## config.mk

```make
export PLATFORM = sky130hd
export DESIGN_NAME = mem_port_arbiter
export DESIGN_NICKNAME = d
export VERILOG_FILES = /design/src/rtl/mem_port_arbiter.sv
export SDC_FILE = /design/constraint.sdc
export NUM_CORES = 1
export LEC_CHECK = 0
export CAP_MARGIN = 20
export CORE_MARGIN = 10
export CORE_UTILIZATION = 20
export DETAILED_ROUTE_END_ITERATION = 10
export PLACE_DENSITY_LB_ADDON = 0.3
export SLEW_MARGIN = 5
export SYNTH_ARGS = -nofsm -noshare
export SYNTH_HDL_FRONTEND = slang
export SYNTH_SLANG_ARGS = --single-unit
export TNS_END_PERCENT = 50
```

## constraint.sdc

```tcl
create_clock -name clk -period 1.84 [get_ports clk]
set_input_delay 0.46 -clock clk [delete_from_list [all_inputs] [get_ports clk]]
set_output_delay 0.46 -clock clk [all_outputs]
set_load 0.1 [all_outputs]
```

## src/rtl/mem_port_arbiter.sv

```systemverilog
// Arbitrates the single-port DP_mem32x64k array between instruction fetch and load/store,
// tracking the owner of the one-cycle-latency read so mem_q is flagged back to the right requester.
module mem_port_arbiter #(
    parameter int WORD         = 32,
    parameter int ADDR         = 16,
    parameter int STARVE_LIMIT = 4
) (
    input  logic            clk,
    input  logic            reset,
    input  logic            if_req,
    input  logic [ADDR-1:0] if_addr,
    output logic            if_gnt,
    output logic            if_rvalid,
    output logic [WORD-1:0] if_rdata,
    input  logic            ls_req,
    input  logic            ls_we,
    input  logic [ADDR-1:0] ls_addr,
    input  logic [WORD-1:0] ls_wdata,
    output logic            ls_gnt,
    output logic            ls_rvalid,
    output logic [WORD-1:0] ls_rdata,
    output logic [ADDR-1:0] mem_a,
    output logic            mem_w,
    output logic [WORD-1:0] mem_d,
    input  logic [WORD-1:0] mem_q
);

    typedef enum logic [1:0] {
        OWN_NONE = 2'd0,
        OWN_IF   = 2'd1,
        OWN_LS   = 2'd2
    } own_e;

    localparam logic [3:0] LIMIT = 4'(STARVE_LIMIT);

    logic [3:0] starve_q, starve_d;
    own_e       own_q, own_d;
    logic       pri_if;

    // Fetch takes priority only in the single cycle the counter sits at the limit.
    always_comb begin
        pri_if = (starve_q == LIMIT);
        if (pri_if) begin
            if_gnt = if_req;
            ls_gnt = ls_req & ~if_req;
        end else begin
            ls_gnt = ls_req;
            if_gnt = if_req & ~ls_req;
        end
    end

    always_comb begin
        mem_a = '0;
        mem_w = 1'b0;
        mem_d = '0;
        if (if_gnt) begin
            mem_a = if_addr;
        end else if (ls_gnt) begin
            mem_a = ls_addr;
            mem_w = ls_we;
            mem_d = ls_wdata;
        end
    end

    always_comb begin
        starve_d = starve_q;
        if (if_gnt || !if_req) begin
            starve_d = '0;
        end else if (starve_q != LIMIT) begin
            starve_d = starve_q + 4'd1;
        end

        own_d = OWN_NONE;
        if (if_gnt) begin
            own_d = OWN_IF;
        end else if (ls_gnt && !ls_we) begin
            own_d = OWN_LS;
        end
    end

    always_ff @(posedge clk or posedge reset) begin
        if (reset) begin
            starve_q <= '0;
            own_q    <= OWN_NONE;
        end else begin
            starve_q <= starve_d;
            own_q    <= own_d;
        end
    end

    assign if_rvalid = (own_q == OWN_IF);
    assign ls_rvalid = (own_q == OWN_LS);
    assign if_rdata  = mem_q;
    assign ls_rdata  = mem_q;

endmodule

```

==> results.txt <==
outcome: finished, violations left
failing checks: negative setup slack
pin count of the biggest net entering global routing: 34
Worst Tran Pin Value: 0.353 ns
GPL Wtd Cong: 0.725
Yosys top cell area share: 41.4%
Mapped Cells: 147
cell accounting for the most synthesized area: buf_4
initial DRC count: 20
top-count cell post-synth: buf_4
relative slew slack: 76.4%
P_leak: 1.28 nW
setup TNS: -11.50 ns
Seq/Total Area, Yosys: 12.8%
CTS tree: yes
first-pass GRT wire length: 8.46 mm
Antenna Cells: 0
CTS Sinks: 6
width of the chip: 96.7 µm
Worst-Skew Late Latency: 0.23 ns
crit path launch type: flop
GRT overflow: 0
DIE HEIGHT: 96.7 µm
CP Launch Point: starve_q[0]$_DFFE_PP0P_
nets: 315
r2r setup slk: 0.36 ns
Final setup viols: 51
top cells by area, synth: buf_4 (41%), and3_1 (20%), dfrtp_1 (13%), a22o_1 (12%), ha_1 (2.1%)
WL final: 5.60 mm
Port Buffer Count: 121
Vias/cell: 4.30
fin crit share: 116%
Place WS: -0.565 ns
site row count: 27
residual DRC count: 0
Synth Flop Type: dfrtp_1
YS warnings: 0
CP required: 1.38 ns
fin worst setup slack: -0.303 ns
Top-Level Pins: 218
WP data arrival: 1.68 ns
# fillers: 500
crit path capture type: output pin
Post-Syn Area: 0.00118 mm²
Crit Path Class: flop to output pin
crit-path max FO: 8
most frequent cells after synthesis: buf_4 (65), and3_1 (37), a22o_1 (16), clkbuf_1 (6), dfrtp_1 (6)
Yosys cell types: 15
flip-flop and latch count after synthesis: 6
Total Routing Usage GR: 11.0%
post-DP HPWL: 4.33 mm
Hold Vio Cnt, Final: 0
fmax: 467 MHz
Power Dens Cells: 515 mW/mm²
CTS H-tree depth: 1
clock tree buffer depth: 2
pins over their slew limit: 0
Detailed Routing Iterations Pass 1: 4
minimum clock period after layout: 2.14 ns
worst hold path type: input port to async pin
WL per Instance: 19.9 µm
Critical R2R Launch: starve_q[0]$_DFFE_PP0P_
layout cell share with drive strength beyond 1: 58.6%
core footprint: 0.00561 mm²
clk_skew: 0.00102 ns
vias in the first global route: 1424
die area: 0.00936 mm²
Starting Density: 21.0%
CTS buffer count: 3
EDFF count, synth: 0
Max rail drop VDD: 0.000281 V
synthesized area per cell: 8.01 µm²
clk slew on worst S/H paths: 0.04 ns
Final ANT Viol Nets: 0
asr flop ratio synth: 100%
Synth Net Count: 250
vias: 1212
max-cap violations: 0
Layout area overhead: 155%
Root Driver: clkbuf_8
initial antenna violation count: 0
RSZ-0062 raised after global routing: true
[state kept, by name, indices dropped and copies added, names as in the netlist]
signal,flops
starve_q,4
own_q,2
[layout make-up]
class | count | area (µm²) | share of cell area, %
timing repair buffer | 131 | 1890 | 62.8
inverter | 4 | 15.0 | 0.500
multi-input combinational | 66 | 822 | 27.4
clock buffer | 3 | 41.3 | 1.37
tap | 72 | 90.1 | 3.00
sequential | 6 | 150 | 5.00
[cell families (layout without fill, tap and decap cells)]
kind of cell	after synthesis	count (layout)	share of synthesized area, %
adders and majority gates	2	2	2.13
and+or+nand+nor	43	45	24.4
AOI/OAI and AO/OA	17	17	12.6
DFF	6	6	12.8
buffers and inverters	77	138	46.5
xor gates and xnor gates	2	2	1.49
[power breakdown]
group | internal (mW) | switching, mW | leakage [nW]
Clock | 0.141 | 0.0639 | 0.0216
Sequential | 0.137 | 0.00224 | 0.0806
Combinational | 0.521 | 0.682 | 1.18
[repair_timing]
action,in CTS,in global routing
endpoints found under the setup margin,51,51
gates resized for setup,31,0
hold endpoints to repair,0,0
hold buffers,0,0
setup buffers,0,1
pin swaps,33,4
cloned,2,2
[metrics by stage]
stage | area (µm²) | hold slack [ns] | total power [mW] | cells | util, %
floorplan | 1420 | 0.251 | 1.46 | 147 | -
global placement | 2780 | 0.554 | 1.30 | 274 | 49.6
detailed placement | 2780 | 0.558 | 1.30 | 274 | 49.6
CTS | 2950 | 0.459 | 1.55 | 279 | 52.6
global route | 3000 | 0.500 | 1.59 | 282 | 53.6
finish | 3000 | 0.452 | 1.55 | 282 | 53.6
[final timing paths]
kind                       depth (start not counted)                 endpoint
hold / removal                                     2  starve_q[2]$_DFFE_PP0P_
setup / recovery                                   6                mem_a[13]
setup reg to reg                                   6  starve_q[0]$_DFFE_PP0P_
hold reg to reg                                    2  starve_q[0]$_DFFE_PP0P_
min in group clk                                   2  starve_q[0]$_DFFE_PP0P_
max in group asynchronous                          2  starve_q[3]$_DFFE_PP0P_
[cells in the final DEF (no fill, tap or decap), types with 2 or more instances in the layout]
| cell type | n |
|---|---|
| clkdlybuf4s50_1 | 66 |
| inv_2 | 2 |
| and3_4 | 33 |
| clkbuf_8 | 3 |
| and3_1 | 4 |
| inv_1 | 2 |
| dlygate4sd2_1 | 2 |
| buf_12 | 57 |
| buf_4 | 4 |
| dfrtp_1 | 6 |
| and2_4 | 3 |
| nor2b_1 | 3 |
| a22o_4 | 16 |
[worst max-delay path: stages, from the launching register on]
cell and delay, ns:
dfrtp_1 0.37, inv_2 0.08, ha_4 0.14, nand4b_4 0.18, and2_4 0.25, a22o_4 0.27
buf_12 0.16
[layer usage]
| metal | share of wire, % | global-route usage [%] | routed length (µm) | vias up |
|---|---|---|---|---|
| li1 | - | - | - | 573 |
| met1 | 33 | 10.4 | 1870 | 555 |
| met2 | 56 | 20.4 | 3160 | 65 |
| met3 | 8.4 | 4.76 | 469 | 19 |
| met4 | 1.8 | 3.83 | 100 | 0 |
| met5 | 0 | 0 | 0 | - |
Note: power is estimated with default switching activity, not from simulation.
